<file path="src/rtl/fb_arbiter.sv">
// Framebuffer memory arbiter: scanout prefetch FIFO vs. raster writes on a single port.
// Define FB_ARB_UNDERRUN_EN to build the sticky scanout underrun detector.
module fb_arbiter #(
   parameter int unsigned ADDR_W     = 20,
   parameter int unsigned FB_WORDS   = 480000,
   parameter int unsigned FIFO_DEPTH = 16,
   parameter int unsigned LOW_WATER  = 4,
   parameter int unsigned READ_LAT   = 2
) (
   input  logic              pixel_clock,
   input  logic              rst,
   input  logic              scan_start,
   input  logic              scan_pop,
   output logic [23:0]       scan_pixel,
   output logic              scan_empty,
   output logic              scan_underrun,
   input  logic              rast_req,
   input  logic [ADDR_W-1:0] rast_addr,
   input  logic [23:0]       rast_wdata,
   output logic              rast_gnt,
   output logic              mem_cs,
   output logic              mem_we,
   output logic [ADDR_W-1:0] mem_addr,
   output logic [23:0]       mem_wdata,
   input  logic [23:0]       mem_rdata
);

   localparam int unsigned PTR_W = (FIFO_DEPTH > 1) ? $clog2(FIFO_DEPTH) : 1;
   localparam int unsigned CNT_W = $clog2(FIFO_DEPTH + 1);
   localparam int unsigned OCC_W = $clog2(FIFO_DEPTH + READ_LAT + 1);

   typedef enum logic [1:0] {
      StIdle,
      StActive,
      StFlush
   } state_e;

   state_e              state_q, state_d;
   logic [ADDR_W-1:0]   fetch_addr_q, fetch_addr_d;
   logic [READ_LAT-1:0] rd_sr_q, rd_sr_d;
   logic [23:0]         fifo_mem [FIFO_DEPTH];
   logic [PTR_W-1:0]    wr_ptr_q, rd_ptr_q;
   logic [CNT_W-1:0]    fifo_cnt_q, fifo_cnt_d;
   logic [OCC_W-1:0]    inflight, occupancy;
   logic                rd_issue, wr_issue, last_fetch, push, pop;

   function automatic logic [PTR_W-1:0] ptr_inc(input logic [PTR_W-1:0] p);
      return (p == PTR_W'(FIFO_DEPTH - 1)) ? '0 : p + PTR_W'(1);
   endfunction

   // Each bit is one read in flight; the MSB is the read whose data is on mem_rdata now.
   if (READ_LAT > 1) begin : g_sr_multi
      assign rd_sr_d = {rd_sr_q[READ_LAT-2:0], rd_issue};
   end else begin : g_sr_single
      assign rd_sr_d = rd_issue;
   end

   always_comb begin
      inflight = '0;
      for (int i = 0; i < int'(READ_LAT); i++) begin
         inflight = inflight + OCC_W'(rd_sr_q[i]);
      end
      occupancy = OCC_W'(fifo_cnt_q) + inflight;
   end

   assign scan_empty = (fifo_cnt_q == '0);
   assign last_fetch = (fetch_addr_q == ADDR_W'(FB_WORDS - 1));

   // Returning data is dropped while flushing a previous frame's reads.
   assign push = rd_sr_q[READ_LAT-1] && (state_q != StFlush) && !scan_start;
   assign pop  = scan_pop && !scan_empty && !scan_start;

   always_comb begin
      state_d      = state_q;
      fetch_addr_d = fetch_addr_q;
      rd_issue     = 1'b0;
      wr_issue     = 1'b0;
      unique case (state_q)
         StActive: begin
            if (!scan_start && (occupancy < OCC_W'(LOW_WATER))) begin
               rd_issue = 1'b1;
            end else if (rast_req) begin
               wr_issue = 1'b1;
            end else if (!scan_start && (occupancy < OCC_W'(FIFO_DEPTH))) begin
               rd_issue = 1'b1;
            end
            if (rd_issue) begin
               if (last_fetch) begin
                  state_d = StIdle;
               end else begin
                  fetch_addr_d = fetch_addr_q + ADDR_W'(1);
               end
            end
         end
         StFlush: begin
            wr_issue = rast_req;
            if (inflight == '0) begin
               state_d = StActive;
            end
         end
         default: begin
            wr_issue = rast_req;
         end
      endcase
      if (scan_start) begin
         fetch_addr_d = '0;
         state_d      = (inflight != '0) ? StFlush : StActive;
      end
   end

   always_comb begin
      fifo_cnt_d = fifo_cnt_q;
      if (scan_start) begin
         fifo_cnt_d = '0;
      end else if (push && !pop) begin
         fifo_cnt_d = fifo_cnt_q + CNT_W'(1);
      end else if (pop && !push) begin
         fifo_cnt_d = fifo_cnt_q - CNT_W'(1);
      end
   end

   assign mem_cs     = rd_issue | wr_issue;
   assign mem_we     = wr_issue;
   assign mem_addr   = wr_issue ? rast_addr : (rd_issue ? fetch_addr_q : '0);
   assign mem_wdata  = wr_issue ? rast_wdata : '0;
   assign rast_gnt   = wr_issue;
   assign scan_pixel = scan_empty ? '0 : fifo_mem[rd_ptr_q];

   always_ff @(posedge pixel_clock) begin
      if (rst) begin
         state_q      <= StIdle;
         fetch_addr_q <= '0;
         rd_sr_q      <= '0;
         wr_ptr_q     <= '0;
         rd_ptr_q     <= '0;
         fifo_cnt_q   <= '0;
      end else begin
         state_q      <= state_d;
         fetch_addr_q <= fetch_addr_d;
         rd_sr_q      <= rd_sr_d;
         fifo_cnt_q   <= fifo_cnt_d;
         if (scan_start) begin
            wr_ptr_q <= '0;
            rd_ptr_q <= '0;
         end else begin
            if (push) begin
               wr_ptr_q <= ptr_inc(wr_ptr_q);
            end
            if (pop) begin
               rd_ptr_q <= ptr_inc(rd_ptr_q);
            end
         end
      end
   end

   always_ff @(posedge pixel_clock) begin
      if (!rst && push) begin
         fifo_mem[wr_ptr_q] <= mem_rdata;
      end
   end

`ifdef FB_ARB_UNDERRUN_EN
   logic underrun_q;

   always_ff @(posedge pixel_clock) begin
      if (rst || scan_start) begin
         underrun_q <= 1'b0;
      end else if (scan_pop && scan_empty) begin
         underrun_q <= 1'b1;
      end
   end

   assign scan_underrun = underrun_q;
`else
   assign scan_underrun = 1'b0;
`endif

endmodule

</file>
<file path="config.mk">
export PLATFORM = sky130hd
export DESIGN_NAME = fb_arbiter
export DESIGN_NICKNAME = d
export VERILOG_FILES = /design/src/rtl/fb_arbiter.sv
export SDC_FILE = /design/constraint.sdc
export NUM_CORES = 1
export LEC_CHECK = 0
export CAP_MARGIN = 15
export CORE_MARGIN = 2
export CORE_UTILIZATION = 45
export CTS_CLUSTER_SIZE = 28
export DETAILED_ROUTE_END_ITERATION = 12
export GPL_ROUTABILITY_DRIVEN = 0
export GPL_TIMING_DRIVEN = 0
export SLEW_MARGIN = 5
export SYNTH_ARGS = -nofsm -noshare
export SYNTH_HDL_FRONTEND = slang
export SYNTH_SLANG_ARGS = --single-unit
</file>
<file path="constraint.sdc">
create_clock -name pixel_clock -period 5.05 [get_ports pixel_clock]
set_input_delay 1.01 -clock pixel_clock [delete_from_list [all_inputs] [get_ports pixel_clock]]
set_output_delay 1.01 -clock pixel_clock [all_outputs]
set_load 0.05 [all_outputs]
</file>
# ---- Word level (Yosys, flattened, before mapping)
# Memory sizes are Yosys's and may differ from the RTL's. A register that Yosys moved wholly into a read port is not among the register bits.
# Cells that the tools add are included.
# W data, S select, Z words.
dict set report totals {
  ff_bits 37
  ramBits 384
  in_bits 73
  out_inout_bits 73
  word_cells 75
  n_memories 1
}
# name depth word_bits read_ports rd_ports_with_merged_regs write_ports line_no
set memory_table {}
lappend memory_table {fifo_mem 16 24 1 1 1 41} ;# logic [23:0] fifo_mem [FIFO_DEPTH];
dict set report op_classes {
  n_addsub 7
  n_lt_le_gt_ge 2
  eq_ne 9
  muxes 26
  n_bitwise 2
  reduce_logical 22
}
# operator count
set ops {}
lappend ops {{$mux W24} 2}
lappend ops {{$mux W20} 2}
lappend ops {{$add A20 B1 Y20 const B} 1}
lappend ops {{$eq A20 B19 Y1 const B} 1}
lappend ops {{$mux W4} 4}
lappend ops {{$logic_not A5 Y1} 2}
lappend ops {{$mux W1} 10}
lappend ops {{$mux W2} 5}
lappend ops {{$mux W5} 2}
lappend ops {{$logic_and A1 B1 Y1} 9}
lappend ops {{$add A4 B1 Y4 const B} 2}
lappend ops {{$eq A4 B4 Y1 const B} 2}
lappend ops {{$ne A3 B3 Y1 const B} 2}
lappend ops {{$add A5 B1 Y5 const B} 1}
lappend ops {{$add A5 B2 Y5} 1}
lappend ops {{$logic_not A1 Y1} 5}
lappend ops {{$lt A5 B3 Y1 const B} 1}
lappend ops {{$lt A5 B5 Y1 const B} 1}
lappend ops {{$reduce_bool A5 Y1} 1}
lappend ops {{$sub A5 B1 Y5 const B} 1}
lappend ops {{$pmux W2 S2} 1}
lappend ops {{$reduce_and A4 Y1} 1}
lappend ops {{$ne A3 B2 Y1 const B} 1}
lappend ops {{$reduce_and A3 Y1} 1}
lappend ops {{other kinds (9)} 9}

# ---- Depth between registers and ports, before layout
# Gate-level depths: netlist (run 1).
dict set report depth {
  depth_word 11
  mapped_depth 11
  depth_no_buf 11
}

# ---- Least setup slack after synthesis (run 1)
# Ideal clock, no wire load.
dict set report synth_timing {
  kind {input-to-reg}
  startpoint {input port scan_start}
  endpoint {memory fifo_mem[3][0], enable pin}
  setup_time_ns 0.435
  t_arrival_ns 3.569
  required_time_ns 4.615
  slack_ns 1.046
  cell_stages 6
  n_path_buf 2
  cell_sequence {clkbuf_1 > or2_2 > clkbuf_1 > nor2_1 > nand2_1 > nor3_1}
}
dict set report synth_via {
  elab_chain_len 5
}
# element line_no
set synth_rtl {}
lappend synth_rtl {{start: declaration} 12} ;# input logic scan_start,
lappend synth_rtl {{$logic_not A1 Y1} 70} ;# assign push = rd_sr_q[READ_LAT-1] && (state_q != StFlush) && !scan_start;
lappend synth_rtl {{$logic_and A1 B1 Y1} 70}
lappend synth_rtl {{$logic_and A1 B1 Y1} 157} ;# if (!rst && push) begin
lappend synth_rtl {{$mux W1} 157}
lappend synth_rtl {{$mux W1 (implied by the code)} 158} ;# fifo_mem[wr_ptr_q] <= mem_rdata;
lappend synth_rtl {{end: declaration} 41}
# Every way passes these cells.

==> impl_results.md, run 1 <==
- Post-synth EDFFs: 384
- Initial antenna violation count: 1
- Syn Std Cell Area: 17,200 µm²
- Clk_lat worst skew: 0.54 ns
- Max VDD drop: 227 µV
- WS Path Type: flip-flop to primary output
- Grt ovf: 0
- CTS root buffer: clkbuf_16
- Row Count: 71
- Cell Count, Final, Fillers Out: 1,651
- Yosys cell types: 52
- Area Growth Syn to Fin: 23.5%
- Clock-pin slew on the worst setup and hold paths: 0.06 ns
- Vias: 9,230
- Final min period: 4.94 ns
- Main synth FF type: edfxtp_1
- Mapped Nets: 978
- PortBufs: 143
- Layout cells sized above 1: 22.1%
- Largest net degree at the start of global routing: 20
- CTS buffer count: 44
- Die W: 199 µm
- Rel. slew slack: 26.5%
- Critical Path AT: 3.93 ns
- Iter 0 DRT Violations: 612
- DP Area: 19,800 µm²
- Post-synth ARST share: 0%
- RSZ-0062 raised after global routing: yes
- First-pass GRT wire length: 59.7 mm
- Diode count: 0
- Final Hold Viols: 0
- Worst hold path type: flip-flop to flip-flop
- Syn. warnings: 0
- Inst Count DP: 1,569
- Pwr Total: 7380 µW
- Fillers: 2,869
- Crit share post-route: 97.9%
- Die H: 199 µm
- Final Core Density: 56.4%
- CTS tree: built
- Dpl hpwl: 25.8 mm
- Die area: 39,700 µm²
- Yosys reg bits: 425
- Clk sink count: 425
- Post-DR vias/cell: 5.59
- CP required: 4.04 ns
- Top achievable clock speed: 202 MHz
- Mapped Cells: 891
- Drt total wl: 40.1 mm
- Post-CTS Hold Buffers: 0
- Final Max Slew Viols: 0
- Synthesized area per cell: 19.3 µm²
- Starting density of the core: 45.7%
- Sequential share of the synthesized area: 72.0%
- P_leak: 0.00656 µW
- First-pass DRT Iterations: 7
- Startpoint types: flip-flop
- MaxCap Viol Count: 0
- Per-cell routed wire length: 24.3 µm
- PwrDens: 348 nW/µm²
- I/O Pins: 146
- Nets: 1,191
- Setup crit end kind: primary output
- H-tree Lvls: 2
- Final setup viols: 0
- CTS Buffer Depth: 3
- Core area: 37,600 µm²
- Layout Skew: 0.0168 ns
- Worst-margin pin slew: 1.10 ns
- GRT Util Overall: 20.7%
- Finished Cell Area: 21,200 µm²
- Status: complete, no violations
- Final ANT Viol Nets: 0
- Vias in the first global route: 9,432
- Number of remaining DRC errors: 0
- Critical Path Fanout Max: 10
stage by stage:
step	setup TNS, ns	setup WS (ns)	hold WS (ns)
5_1_grt	-0.00160	-0.00160	0.511
6_report	0	0.105	0.486
3_3_place_gp	-220.24	-1.72	0.462
4_1_cts	0	0.0596	0.478
2_1_floorplan	0	1.05	0.437
3_5_place_dp	0	0.104	0.467
cell usage after synthesis, drive strengths merged, types with 13 or more instances:
cell    instances  share of area, %
a21oi          23              0.67
a22o           20               1.0
and2           27              0.98
buf            23              0.84
clkbuf         29              0.63
dfxtp          41               4.8
edfxtp        384                67
ha             13              0.95
inv            13              0.28
mux4          120                16
nand2          25              0.55
nor2           37              0.81
nor2b          24              0.87
o21ai          14              0.41
state kept, by name (all words and copies together) (netlist names), named ones only:
register and cells:
state_q 2, rd_ptr_q 4, fifo_cnt_q 5, wr_ptr_q 4
fifo_mem 384, rd_sr_q 2, fetch_addr_q 20
layout make-up:
| class | count | area [µm²] | area share (%) |
|---|---|---|---|
| clock buffers | 56 | 1180 | 5.55 |
| repair buffers | 167 | 1840 | 8.68 |
| plain buffers | 52 | 256 | 1.21 |
| clock inverters | 26 | 258 | 1.22 |
| well taps | 511 | 639 | 3.02 |
| flip-flops and latches | 425 | 12400 | 58.3 |
| inverters | 13 | 48.8 | 0.230 |
| multi-input cells | 401 | 4620 | 21.8 |
repair_timing:
item,in CTS,in global routing
gates resized for setup,0,9
buffers inserted,0,0
endpoints found under the setup margin,0,56
critical path, stage by stage, from the launching register on:
cell and delay [ns]:
dfxtp_1 0.30, clkbuf_1 0.22, buf_2 0.33, clkbuf_1 0.73, mux4_2 0.42, mux4_2 0.46
nor2b_1 0.18, clkdlybuf4s50_1 0.74
where the power goes:
part / internal [µW] / leakage (µW) / switching, µW
clock: 1870 / 0.000705 / 1330
combinational: 132 / 0.00208 / 217
sequential: 3830 / 0.00378 / 2.53
final timing paths:
check	end	start	cells past startpoint	slack, ns
setup / recovery	scan_pixel[3]	flip-flop	7	0.11
hold / removal	rd_sr_q[1]$_SDFF_PP0_	rd_sr_q[0]$_SDFF_PP0_	2	0.49
setup reg to reg	fifo_cnt_q[4]$_SDFFE_PP0P_	fifo_cnt_q[0]$_SDFFE_PP0P_	11	2.07
hold reg to reg	rd_sr_q[1]$_SDFF_PP0_	rd_sr_q[0]$_SDFF_PP0_	2	0.49
kinds of logic after synthesis:
family                     Yosys count  share of synthesized area (%)
AOI/OAI and AO/OA                   90                           3.64
xor gates and xnor gates             6                          0.306
adders and majority gates           14                           1.06
buffers and inverters               65                           1.76
DFF                                425                           72.0
muxes                              127                           16.2
other                                1                         0.0219
and+or+nand+nor                    163                           5.08
placed cells by master (no fill, tap or decap), drive strengths merged, types with 15 or more instances in the layout:
cell type	instances
a21oi	23
a22o	20
and2	27
buf	47
clkbuf	85
clkdlybuf4s50	143
clkinv	18
dfxtp	41
edfxtp	384
inv	15
mux4	120
nand2	25
nor2	37
nor2b	24
routing by layer:
metal	routed length (µm)	global-route usage [%]	up-vias
met5	11	0	-
met4	729	4.67	2
met3	2020	3.41	52
met2	20300	35.4	261
met1	17100	28.1	4837
li1	-	-	4078
(Power assumes the default switching activity.)
==> run 2: changes to the inputs <==
--- a/config.mk
+++ b/config.mk
@@ -6,12 +6,15 @@
 export NUM_CORES = 1
 export LEC_CHECK = 0
 export CAP_MARGIN = 15
+export CELL_PAD_IN_SITES_DETAIL_PLACEMENT = 2
+export CELL_PAD_IN_SITES_GLOBAL_PLACEMENT = 2
 export CORE_MARGIN = 2
-export CORE_UTILIZATION = 45
+export CORE_UTILIZATION = 44
 export CTS_CLUSTER_SIZE = 28
 export DETAILED_ROUTE_END_ITERATION = 12
 export GPL_ROUTABILITY_DRIVEN = 0
 export GPL_TIMING_DRIVEN = 0
+export PLACE_DENSITY_LB_ADDON = 0.1
 export SLEW_MARGIN = 5
 export SYNTH_ARGS = -nofsm -noshare
 export SYNTH_HDL_FRONTEND = slang
==> run 2 against run 1 <==
  * Non-clock buffer count up 2
  * Worst setup slack improved by 0.049 ns
  * Register-to-register slack worse by 0.22 ns
  * Via count rose by 8.1%
  * Largest cell class unchanged
  * First-iteration DRC count is 44% higher
  * Sequential share of layout area did not move
  * Critical endpoint is now scan_pixel[1]
  * Highest routed layer is now met4
  * Critical path depth is 1 lower
  * Largest power group unchanged
  * Flip-flop and latch count did not move
==> impl_results.md, run 2 (same netlist as run 1, synthesis figures left out) <==
- Worst-case reg-to-reg path depth: 11 (unchanged)
- Cell Count, Final, Fillers Out: 1,661 (+0.61%)
- Rel. slew slack: 32.0% (+5.5 points)
- First-pass DRT Iterations: 5 (-2)
- Grt ovf: 0 (unchanged)
- Vias: 9,977 (+8.1%)
- Worst R2R End: fifo_cnt_q[4]$_SDFFE_PP0P_
- Die area: 40,600 µm² (+2.2%)
- Crit-path slowest cell: clkbuf_1
- CTS Buffer Depth: 3 (unchanged)
- Initial antenna violation count: 1 (unchanged)
- Layout cells sized above 1: 22.3% (+0.22 points)
- Row Count: 72 (+1.4%)
- Worst-path cell chain: clkbuf_1 -> clkbuf_1 -> mux4_2 -> mux4_2 -> nor2b_1 -> clkdlybuf4s50_1
- PortBufs: 143 (unchanged)
- Status: complete, no violations
- Most frequent cells in the layout: edfxtp_1, clkdlybuf4s50_1, mux4_2
- Top achievable clock speed: 204 MHz (+0.99%)
- Final ANT Viol Nets: 0 (unchanged)
- GRT Util Overall: 27.6% (+6.9 points)
- Starting density of the core: 44.5% (-1.2 points)
- Min Hold Slack: 0.475 ns (-0.0106 ns)
- Largest Register: fifo_mem
- Final Max Slew Viols: 0 (unchanged)
- Clk_lat worst skew: 0.59 ns (+0.05 ns)
- Setup crit end kind: primary output
- Worst hold stages: 2 (unchanged)
- H-tree Lvls: 2 (unchanged)
- Postcts setup bufs: 0 (unchanged)
- Number of remaining DRC errors: 0 (unchanged)
- Startpoint types: flip-flop
- Worst Path Buf+Inv: 3 (-1)
- PwrDens: 347 nW/µm² (-0.37%)
- Vias in the first global route: 11,000 (+17%)
- Worst hold path type: flip-flop to flip-flop
- Die H: 201 µm (+1.1%)
- CTS tree: built
- I/O Pins: 146 (unchanged)
- Reg2Reg Setup Slack: 1.85 ns (-0.22 ns)
- Dpl hpwl: 34.8 mm (+35%)
- Largest net degree at the start of global routing: 21 (+5.0%)
- FF-to-FF Start: fifo_cnt_q[0]$_SDFFE_PP0P_
- Drt total wl: 54.6 mm (+36%)
- HP Start: rd_sr_q[0]$_SDFF_PP0_
- Clk sink count: 425 (unchanged)
- WS Path Type: flip-flop to primary output
- First-pass GRT wire length: 79.4 mm (+33%)
- Final setup viols: 0 (unchanged)
- Critical Path Fanout Max: 10 (unchanged)
- CP required: 4.04 ns (about the same)
- Per-cell routed wire length: 32.9 µm (+35%)
- Final min period: 4.90 ns (-0.0485 ns)
- Number of flip-flops in the largest register: 384 (unchanged)
- Worst path top cell family by delay: buffers and inverters
- Post-DR vias/cell: 6.01 (+7.4%)
- Core area: 38,600 µm² (+2.6%)
- Inst Count DP: 1,576 (+0.45%)
- Area Growth Syn to Fin: 23.5% (unchanged)
- Layout Skew: 0.0285 ns (+0.0117 ns)
- Final Hold Viols: 0 (unchanged)
- Worst-margin pin slew: 1.02 ns (-0.0827 ns)
- MaxCap Viol Count: 0 (unchanged)
- Clock-pin slew on the worst setup and hold paths: 0.06 ns (about the same)
- Commonest non-fill, non-tap cell in the layout: edfxtp_1
- Top Registers: fifo_mem: 384 flops, fetch_addr_q: 20 flops, fifo_cnt_q: 5 flops
- P_leak: 0.00656 µW (-0.10%)
- Slowest stage delay, CP: 0.80 ns (+0.06 ns)
- Post-CTS Hold Buffers: 0 (unchanged)
- Nets: 1,194 (+0.25%)
- Crit share post-route: 97.0% (-0.96 points)
- CTS buffer count: 45 (+2.3%)
- Iter 0 DRT Violations: 881 (+44%)
- Max VDD drop: 207 µV (-8.8%)
- CTS root buffer: clkbuf_16
- Critical Path AT: 3.89 ns (-0.04 ns)
- Die W: 201 µm (+1.1%)
- Hold Path End: rd_sr_q[1]$_SDFF_PP0_
run 2: power by group:
group          total, µW  switching [µW]  leakage, µW  internal (µW)
clock network       3150            1410     0.000660           1740
registers           3840            3.18      0.00378           3830
logic                367             234      0.00212            133
run 2: area by class of cell:
cell class                      count  area [µm²]
Fill cell                        3390       17400
Sequential cell                   425       12400
Multi-Input combinational cell    401        4640
Timing Repair Buffer              169        1870
Clock buffer                       56        1200
Tap cell                          518         648
Buffer                             52         268
Clock inverter                     26         168
Inverter                           13        48.8
Antenna cell                        1        2.50
run 2: metrics by stage:
| step | utilization (%) | cell area, µm² | TNS [ns] | power [µW] | setup WS [ns] |
|---|---|---|---|---|---|
| after floorplan | - | 17200 | 0 | 4090 | 1.05 |
| after global placement | 49.9 | 19200 | -236.64 | 4260 | -1.69 |
| after detailed placement | 51.3 | 19800 | -0.139 | 4270 | -0.0677 |
| after CTS | 54.8 | 21100 | 0 | 7420 | 0.0592 |
| after global routing | 55.0 | 21200 | -0.105 | 7530 | -0.0266 |
| final | 55.0 | 21200 | 0 | 7350 | 0.154 |
run 2: how the worst max path moves through the flow:
stage	startpoint	endpoint	slack, ns	depth (start not counted)
after floorplan	scan_start	fifo_mem[3][0]$_DFFE_PP_	1.05	6
after global placement	rst	fifo_mem[0][18]$_DFFE_PP_	-1.69	6
after detailed placement	rast_req	mem_addr[0]	-0.07	7
after CTS	rast_req	mem_addr[10]	0.06	7
after global routing	rd_sr_q[0]$_SDFF_PP0_	mem_addr[0]	-0.03	8
final	flip-flop	scan_pixel[1]	0.15	6
run 2: what timing repair did:
item,CTS,global route
gates cloned,0,0
setup endpoints to repair,69,34
resized for setup,8,4
run 2: metal layers:
metal	wire, µm	vias up	GRT usage [%]
met5	0	-	0
met4	2250	0	11.7
met3	3280	129	4.52
met2	27700	438	47.3
met1	21300	5326	35.2
li1	-	4084	-
run 2: worst register-to-register path, stage by stage (launching register included):
cell      delay (ns)
dfxtp_1         0.53
nor2_1          0.12
a211oi_1        0.72
inv_1           0.11
ha_1            0.24
inv_1           0.16
ha_1            0.30
a21o_1          0.19
a21oi_1         0.18
xnor2_1         0.11
or3_1           0.31
a21oi_1         0.15
